## src/rtl/seg7_pkg.sv

```systemverilog
// Shared types, segment constants and the BCD-to-segment lookup for the
// two-digit multiplexed 7-segment display driver.
package seg7_pkg;

   typedef enum logic [1:0] {
      S_D0 = 2'd0,
      S_G0 = 2'd1,
      S_D1 = 2'd2,
      S_G1 = 2'd3
   } state_t;

   localparam logic [6:0] SEG_BLANK = 7'h00;
   localparam logic [6:0] SEG_DASH  = 7'h40;

   // Active-high {g,f,e,d,c,b,a}; entry 9 sits in the top slice.
   localparam logic [9:0][6:0] SEG_TABLE = {
      7'h6F, 7'h7F, 7'h07, 7'h7D, 7'h6D,
      7'h66, 7'h4F, 7'h5B, 7'h06, 7'h3F
   };

   function automatic logic [6:0] bcd_to_seg(input logic [3:0] d);
      if (d > 4'd9) return SEG_DASH;
      return SEG_TABLE[d];
   endfunction

endpackage

```

## src/rtl/seg7_mux_driver_if.sv

```systemverilog
// Digit load side and pin side of the multiplexed 7-segment driver.
interface seg7_mux_driver_if;
   logic [3:0] l1;
   logic [3:0] l0;
   logic       load;
   logic [6:0] seg;
   logic [1:0] an;
   logic       frame_tick;

   modport master (
      output l1, l0, load,
      input  seg, an, frame_tick
   );

   modport slave (
      input  l1, l0, load,
      output seg, an, frame_tick
   );
endinterface

```

## src/rtl/seg7_decode.sv

```systemverilog
// Combinational BCD digit to active-high segment pattern (dash for 10..15).
module seg7_decode
   import seg7_pkg::*;
(
   input  logic [3:0] digit,
   output logic [6:0] seg
);

   assign seg = bcd_to_seg(digit);

endmodule

```

## src/rtl/seg7_mux_driver.sv

```systemverilog
// Two-digit time-multiplexed 7-segment driver with frame-synchronous digit
// update, blanking gaps between digits, leading-zero blanking and dash for bad BCD.
module seg7_mux_driver
   import seg7_pkg::*;
#(
   parameter int REFRESH_DIV   = 50000,
   parameter int GAP_CYC       = 4,
   parameter int ACTIVE_LOW    = 1,
   parameter int BLANK_LEADING = 1
) (
   input  logic              clk,
   input  logic              rst_n,
   seg7_mux_driver_if.slave  bus
);

   localparam int          CW       = ($clog2(REFRESH_DIV) < 1) ? 1 : $clog2(REFRESH_DIV);
   localparam logic [CW-1:0] DIV_LAST = CW'(REFRESH_DIV - 1);
   localparam logic [CW-1:0] GAP_LAST = (GAP_CYC > 0) ? CW'(GAP_CYC - 1) : '0;
   localparam bit          HAS_GAP  = (GAP_CYC > 0);
   localparam logic [6:0]  SEG_OFF  = (ACTIVE_LOW != 0) ? 7'h7F : 7'h00;
   localparam logic [1:0]  AN_OFF   = (ACTIVE_LOW != 0) ? 2'b11 : 2'b00;

   state_t          state_q, state_n;
   logic [CW-1:0]   cnt_q, cnt_n;
   logic            boundary;
   logic [3:0]      act_l1_q, act_l0_q, act_l1_n, act_l0_n;
   logic [3:0]      pend_l1_q, pend_l0_q;
   logic            pend_q;
   logic [3:0]      digit;
   logic [6:0]      dec_seg;
   logic [6:0]      seg_n;
   logic [1:0]      an_n;
   logic [6:0]      seg_q;
   logic [1:0]      an_q;
   logic            tick_q;

   // Slot sequencer; the counter restarts on every state change.
   always_comb begin
      state_n  = state_q;
      cnt_n    = cnt_q + 1'b1;
      boundary = 1'b0;
      case (state_q)
         S_D0: if (cnt_q == DIV_LAST) begin
            state_n = HAS_GAP ? S_G0 : S_D1;
            cnt_n   = '0;
         end
         S_G0: if (cnt_q == GAP_LAST) begin
            state_n = S_D1;
            cnt_n   = '0;
         end
         S_D1: if (cnt_q == DIV_LAST) begin
            cnt_n = '0;
            if (HAS_GAP) begin
               state_n = S_G1;
            end else begin
               state_n  = S_D0;
               boundary = 1'b1;
            end
         end
         S_G1: if (cnt_q == GAP_LAST) begin
            state_n  = S_D0;
            cnt_n    = '0;
            boundary = 1'b1;
         end
         default: begin
            state_n = S_D0;
            cnt_n   = '0;
         end
      endcase
   end

   // A load coinciding with the boundary wins over the pending copy.
   always_comb begin
      act_l1_n = act_l1_q;
      act_l0_n = act_l0_q;
      if (boundary) begin
         if (bus.load) begin
            act_l1_n = bus.l1;
            act_l0_n = bus.l0;
         end else if (pend_q) begin
            act_l1_n = pend_l1_q;
            act_l0_n = pend_l0_q;
         end
      end
   end

   assign digit = (state_n == S_D1) ? act_l1_n : act_l0_n;

   seg7_decode u_decode (
      .digit (digit),
      .seg   (dec_seg)
   );

   always_comb begin
      seg_n = SEG_BLANK;
      an_n  = 2'b00;
      case (state_n)
         S_D0: begin
            seg_n = dec_seg;
            an_n  = 2'b01;
         end
         S_D1: if (!((BLANK_LEADING != 0) && (act_l1_n == 4'd0))) begin
            seg_n = dec_seg;
            an_n  = 2'b10;
         end
         default: ;
      endcase
   end

   always_ff @(posedge clk or negedge rst_n) begin
      if (!rst_n) begin
         state_q   <= S_D0;
         cnt_q     <= '0;
         act_l1_q  <= 4'd0;
         act_l0_q  <= 4'd0;
         pend_l1_q <= 4'd0;
         pend_l0_q <= 4'd0;
         pend_q    <= 1'b0;
         seg_q     <= SEG_OFF;
         an_q      <= AN_OFF;
         tick_q    <= 1'b0;
      end else begin
         state_q  <= state_n;
         cnt_q    <= cnt_n;
         act_l1_q <= act_l1_n;
         act_l0_q <= act_l0_n;
         if (boundary) begin
            pend_q <= 1'b0;
         end else if (bus.load) begin
            pend_l1_q <= bus.l1;
            pend_l0_q <= bus.l0;
            pend_q    <= 1'b1;
         end
         seg_q  <= (ACTIVE_LOW != 0) ? ~seg_n : seg_n;
         an_q   <= (ACTIVE_LOW != 0) ? ~an_n  : an_n;
         tick_q <= boundary;
      end
   end

   assign bus.seg        = seg_q;
   assign bus.an         = an_q;
   assign bus.frame_tick = tick_q;

endmodule

```

## src/flat_wrapper.sv

```systemverilog
// flat-port wrapper written by rule: the top's interface ports become plain ports
module seg7_mux_driver_flat import seg7_pkg::*;
#(
   parameter int REFRESH_DIV   = 50000,
   parameter int GAP_CYC       = 4,
   parameter int ACTIVE_LOW    = 1,
   parameter int BLANK_LEADING = 1
)
  (clk, rst_n, bus_l1, bus_l0, bus_load, bus_seg, bus_an, bus_frame_tick);
  seg7_mux_driver_if bus_i ();
  input  logic clk;
  input  logic rst_n;
  input wire logic [$bits(bus_i.l1)-1:0] bus_l1;
  input wire logic [$bits(bus_i.l0)-1:0] bus_l0;
  input wire logic [$bits(bus_i.load)-1:0] bus_load;
  output wire logic [$bits(bus_i.seg)-1:0] bus_seg;
  output wire logic [$bits(bus_i.an)-1:0] bus_an;
  output wire logic [$bits(bus_i.frame_tick)-1:0] bus_frame_tick;
  assign bus_i.l1 = bus_l1;
  assign bus_i.l0 = bus_l0;
  assign bus_i.load = bus_load;
  assign bus_seg = bus_i.seg;
  assign bus_an = bus_i.an;
  assign bus_frame_tick = bus_i.frame_tick;
  seg7_mux_driver #(.REFRESH_DIV(REFRESH_DIV), .GAP_CYC(GAP_CYC), .ACTIVE_LOW(ACTIVE_LOW), .BLANK_LEADING(BLANK_LEADING)) u_core (.clk(clk), .rst_n(rst_n), .bus(bus_i));
endmodule
```

## config.mk

```make
export PLATFORM = sky130hd
export DESIGN_NAME = seg7_mux_driver_flat
export DESIGN_NICKNAME = d
export VERILOG_FILES = /design/src/rtl/seg7_pkg.sv /design/src/rtl/seg7_mux_driver_if.sv /design/src/rtl/seg7_decode.sv /design/src/rtl/seg7_mux_driver.sv /design/src/flat_wrapper.sv
export SDC_FILE = /design/constraint.sdc
export NUM_CORES = 1
export LEC_CHECK = 0
export CELL_PAD_IN_SITES_DETAIL_PLACEMENT = 0
export CELL_PAD_IN_SITES_GLOBAL_PLACEMENT = 1
export CORE_MARGIN = 3
export CORE_UTILIZATION = 40
export CTS_CLUSTER_DIAMETER = 100
export DETAILED_ROUTE_END_ITERATION = 6
export HOLD_SLACK_MARGIN = 0.12
export PLACE_DENSITY_LB_ADDON = 0.1
export SLEW_MARGIN = 25
export SYNTH_ARGS = -nofsm -noshare
export SYNTH_HDL_FRONTEND = slang
export SYNTH_SLANG_ARGS = --single-unit
```

## constraint.sdc

```tcl
create_clock -name clk -period 6.9 [get_ports clk]
set_input_delay 1.38 -clock clk [delete_from_list [all_inputs] [get_ports clk]]
set_output_delay 1.38 -clock clk [all_outputs]
set_load 0.05 [all_outputs]
```

==> results of run 1 <==
routing by layer:
metal / GRT usage (%) / wire length [um] / up-vias
li1: - / - / 778
met1: 22.2 / 2390 / 790
met2: 24.6 / 2100 / 26
met3: 3.62 / 149 / 7
met4: 4.65 / 57 / 0
met5: 0 / 0 / -
registers in the layout, summed over array words and instances, names as in the netlist:
signal,cells
u_core.cnt_q,16
u_core.bus.seg,7
u_core.act_l0_q,4
u_core.act_l1_q,4
u_core.pend_l0_q,4
u_core.pend_l1_q,4
u_core.bus.an,2
u_core.state_q,2
u_core.bus.frame_tick,1
u_core.pend_q,1
where the power goes:
| group | internal [mW] | switching, mW |
|---|---|---|
| Clock | 0.144 | 0.0857 |
| Combinational | 0.0173 | 0.0225 |
| Sequential | 0.272 | 0.00316 |
| Total | 0.433 | 0.111 |
cell type report:
class / count / area [um2]
Tap cell: 70 / 87.6
Multi-Input combinational cell: 149 / 1100
Timing Repair Buffer: 20 / 198
Fill cell: 477 / 2640
Clock inverter: 3 / 65.1
Inverter: 8 / 31.3
Sequential cell: 45 / 1140
Clock buffer: 5 / 68.8
cells in the final DEF (no fill, tap or decap), drive strengths merged, types with 2 or more instances in the layout:
cell and n:
dfrtp 36, clkdlybuf4s50 19, nand2 17, nor2 14
a21oi 10, o21ai 10, xor2 9, mux2 9
dfstp 9, o22ai 9, nand3 9, and3 8
and2 6, inv 6, xnor2 6, ha 6
nand2b 5, clkbuf 5, nand4b 4, nor3 3
nand4 3, nand3b 3, clkinv 3, or2 2
bufinv 2, nor4 2, mux2i 2, or4 2
kinds of logic after synthesis:
kind of cell / synth area share, %
flip-flops: 49.6
AO/OA/AOI/OAI: 12.2
AND/OR/NAND/NOR: 21.1
multiplexers: 5.84
XOR/XNOR: 5.73
adder cells (fa/ha/maj): 3.28
buffers and inverters: 2.24
worst max-delay path: stages:
cell and delay, ns:
clkdlybuf4s50_1 0.63, clkinv_1 0.33, a21oi_1 0.39, mux2_2 0.29, inv_1 0.09, ha_1 0.22
inv_1 0.08, a21oi_2 0.04, or4_1 0.51
through the flow:
stage               cells  power (mW)  cell area [um2]  setup WS [ns]  utilization (%)
floorplan             205       0.301             2290           3.93                -
global placement      292       0.320             2550           3.00             47.9
detailed placement    292       0.321             2550           2.85             47.9
CTS                   300       0.552             2690           3.17             50.4
global route          300       0.565             2690           3.03             50.4
finish                300       0.545             2690           3.14             50.4
worst min path at each step:
stage                         start         endpoint  slack [ns]  cells past startpoint
floorplan           u_core.cnt_q[0]  u_core.cnt_q[0]        0.43                      1
global placement    u_core.cnt_q[0]  u_core.cnt_q[0]        0.45                      1
detailed placement  u_core.cnt_q[0]  u_core.cnt_q[0]        0.45                      1
CTS                 u_core.cnt_q[0]  u_core.cnt_q[0]        0.47                      1
global route        u_core.cnt_q[0]  u_core.cnt_q[0]        0.48                      1
finish              u_core.cnt_q[0]  u_core.cnt_q[0]        0.46                      1
==> impl_metrics.yaml, run 1 <==
job:
  max_cap_viol_count: 0
clock_tree:
  clkTransAtPathRegs_ns: 0.08
  post-cts-setup-buffer-count: 0
  hold_buffers: 0
  cts.sinks: 45
  numCtsBuffers: 5
  cts_tree: "yes"
  clockBufferDepth: 2
  clock_latency_ns: 0.29
  cts_max_level: 2
  root_buffer: "clkbuf_8"
  postCtsResizedCells: 0
floorplan:
  core_um2: 5340
  start_util_pct: 43.0
  io_pins: 21
  dieArea_um2: 6670
  num_rows: 26
  die_h_um: 81.7
  die_w_um: 81.7
critical_path:
  r2r_end: "u_core.bus.seg[0]"
  crit_fanout: 8
  rrSetupSlack_ns: 3.49
  critPathCaptureType: "flop"
  endpoint: "u_core.bus.seg[0]"
  r2r-start: "u_core.cnt_q[0]"
  cp.arrival_ns: 3.97
  startpoint: "bus_load"
  worst_setup_path_start_kind: "input pin"
  critPathRequiredTime_ns: 7.11
  ff2ff_path_depth: 13
  criticalPathCategory: "input pin to flop"
placed_design:
  dp_hpwl_mm: 3.43
  portBuffers: 20
  routabilityCongestion: 0.807
route:
  wirelength_mm: 4.70
  drcViolationCount: 0
  drtIter0Drc: 66
  post_drt_wl_per_cell_um: 15.7
  vias: 1601
  vias_per_cell: 5.34
  dr.pass1.iters: 4
  ant_nets: 0
logic_synthesis:
  syn_area_um2: 2290
  synthTopCellsByCount: "36 x dfrtp_1, 15 x nand2_1, 14 x nor2_1"
  synth_area_leaders: "dfrtp_1 39%, dfstp_2 10%, mux2_2 4.4%"
  synth_edf_count: 0
  yosysSeqAreaShare_pct: 49.6
  synth_top_cell_by_area: "dfrtp_1"
  ys_seq_elements: 45
  syn_inst: 205
  yosysMostFrequentCell: "dfrtp_1"
  syn-mean-instance-area_um2: 11.2
  yosysUniqueCellTypes: 50
  synth_top_area_share_pct: 39.3
  synthFlopType: "dfrtp_1"
  synth_nets: 222
  ys_warn_count: 0
  async_flop_share_pct: 100
hold_path:
  hp-class: "flop to flop"
cells_and_area:
  fin_nets: 246
  syn_to_final_growth_pct: 17.4
  num_antenna_cells: 0
  drive_gt1_share_pct: 20.4
timing:
  hold_viol_final: 0
  fin_setup_tns_ns: 0
  rsz0062_at_grt: "false"
  fin_crit_ns: 3.76
  fin_crit_sh_pct: 54.5
  drv_slew: 0
  setup_viol: 0
  finClkSkew_ns: 0.00680
  hold_slack_ns: 0.464
  fmax_mhz: 266
  worst_slew_pin_slew_ns: 0.564
  relSlewSlack_pct: 62.4
power_and_ir_drop:
  cellLeakagePower_nw: 1.17
  p_per_area_nw_per_um2: 202
  peakVddDrop_v: 0.000110
grt:
  grt_max_degree: 46
  grt_use_total_pct: 15.9
  grt_pass1_vias: 1699
  grt_overflow: 0
  grt_pass1_wl_mm: 8.18
  antenna_found_initial: 0
outcome:
  outcome: "complete, no violations"
Note: power is estimated with default switching activity, not from simulation.
==> inputs of run 2 (changes only) <==
Clock period 6.9 ns to 3.5 ns, I/O delays scaled along.
==> run 2 against run 1 <==
Via count up 0.81%; cell area unchanged; sequential share of layout area did not move; routed wire length is 6.2% higher; core utilization is the same; critical endpoint unchanged.
==> impl_metrics.yaml, run 2 (same netlist as run 1, synthesis figures left out) <==
critical_path:
  crit_fanout: 7
  cp_common_cell: "ha_1"
  slowest_stage: "or4_1"
  path_delay_family: "simple AND/OR/NAND/NOR gates"
  critPathRequiredTime_ns: 3.71
  cp.arrival_ns: 3.40
  cp_num_buf_inv: 3
  r2r_end: "u_core.bus.seg[0]"
  critPathCaptureType: "flop"
  worst_setup_path_start_kind: "flop"
  ff2ff_path_depth: 13
  rrSetupSlack_ns: 0.31
  r2r-start: "u_core.cnt_q[0]"
  worstPathCellList: "ha_1 -> nor4b_2 -> and4_2 -> nand2_4 -> clkinv_2 -> buf_4 -> o22ai_1 -> a21oi_1 -> mux2i_1 -> inv_1 -> ha_1 -> and3_1 -> or4_1"
  max_stage_delay_ns: 0.47
  criticalPathCategory: "flop to flop"
route:
  vias_per_cell: 5.33
  ant_nets: 0
  vias: 1614
  wirelength_mm: 4.99
  drtIter0Drc: 76
  drcViolationCount: 0
  post_drt_wl_per_cell_um: 16.5
  dr.pass1.iters: 4
power_and_ir_drop:
  cellLeakagePower_nw: 1.18
  peakVddDrop_v: 0.000185
  p_per_area_nw_per_um2: 364
floorplan:
  start_util_pct: 43.0
  die_h_um: 81.7
  core_um2: 5340
  num_rows: 26
  dieArea_um2: 6670
  die_w_um: 81.7
  io_pins: 21
timing:
  worst_slack_ns: 0.312
  fin_crit_ns: 3.19
  rsz0062_at_grt: "false"
  relSlewSlack_pct: 61.0
  hold_viol_final: 0
  worst_slew_pin_slew_ns: 0.585
  fin_crit_sh_pct: 91.1
  fmax_mhz: 314
  finClkSkew_ns: 0.00683
  fin_setup_tns_ns: 0
  setup_viol: 0
  drv_slew: 0
placed_design:
  routabilityCongestion: 0.829
  portBuffers: 20
  dp_hpwl_mm: 3.57
  post-place-ws_ns: 0.0797
  placed_area_um2: 2580
grt:
  grt_max_degree: 46
  grt_overflow: 0
  antenna_found_initial: 0
  grt_pass1_wl_mm: 8.44
  grt_use_total_pct: 16.5
  grt_pass1_vias: 1703
clock_tree:
  clock_latency_ns: 0.30
  clockBufferDepth: 2
  root_buffer: "clkbuf_8"
  cts.sinks: 45
  post-cts-setup-buffer-count: 0
  hold_buffers: 0
  cts_max_level: 2
  numCtsBuffers: 5
  clkTransAtPathRegs_ns: 0.09
  cts_tree: "yes"
cells_and_area:
  final_util_pct: 50.4
  fin_nets: 249
  drive_gt1_share_pct: 22.7
  syn_to_final_growth_pct: 17.4
  num_antenna_cells: 0
  fillCellCount: 494
  final_cell_mix: "36 x dfrtp_1, 19 x clkdlybuf4s50_1, 15 x nand2_1"
  post-route-cell-area_um2: 2690
  regMostFlops: "u_core.cnt_q"
  largest_reg_flops: 16
  layout_commonest_cell: "dfrtp_1"
outcome:
  outcome: "complete, no violations"
job:
  max_cap_viol_count: 0
hold_path:
  hp-class: "input pin to async pin"
[run 2: worst max-delay path by stage]
stage                startpoint                 to  slack [ns]  depth (start not counted)
6_report        u_core.cnt_q[0]  u_core.bus.seg[0]        0.31                         13
5_1_grt         u_core.cnt_q[0]  u_core.bus.seg[0]       0.009                         10
4_1_cts        u_core.cnt_q[11]  u_core.bus.seg[0]        0.16                         12
3_5_place_dp           bus_load  u_core.bus.seg[0]        0.08                          8
3_3_place_gp           bus_load  u_core.bus.seg[0]        0.17                          9
2_1_floorplan   u_core.cnt_q[0]  u_core.bus.seg[0]        0.72                         14
[run 2: repair_timing]
action                                  in CTS  in global routing
resized for setup                            0                  3
endpoints found under the hold margin        0                  0
endpoints found under the setup margin       0                  6
[run 2: through the flow]
step,hold slack (ns),cells,power [mW]
floorplan,0.404,205,0.594
global placement,0.436,295,0.632
detailed placement,0.448,295,0.634
CTS,0.460,303,0.989
global route,0.440,303,1.02
finish,0.400,303,0.979
[run 2: layout make-up]
class                   instances  area [um2]  share of cell area [%]
clock buffers                   7        96.3                    3.58
flip-flops and latches         45        1140                    42.3
clock inverters                 1        5.00                   0.186
repair buffers                 23         220                    8.18
well taps                      70        87.6                    3.25
multi-input cells             149        1110                    41.4
inverters                       8        31.3                    1.16
[run 2: routing by layer]
| metal | GRT usage, % | part of all wire, % | vias to the layer above |
|---|---|---|---|
| met5 | 0 | 0 | - |
| met4 | 3.99 | 0.72 | 0 |
| met3 | 3.84 | 4.3 | 4 |
| met2 | 26.2 | 45 | 34 |
| met1 | 23.0 | 50 | 792 |
| li1 | - | - | 784 |
[run 2: report_power, final]
group | total, mW | switching, mW | internal, mW
clock | 0.356 | 0.177 | 0.179
sequential | 0.544 | 0.00690 | 0.537
combinational | 0.0795 | 0.0454 | 0.0341
total | 0.979 | 0.230 | 0.750
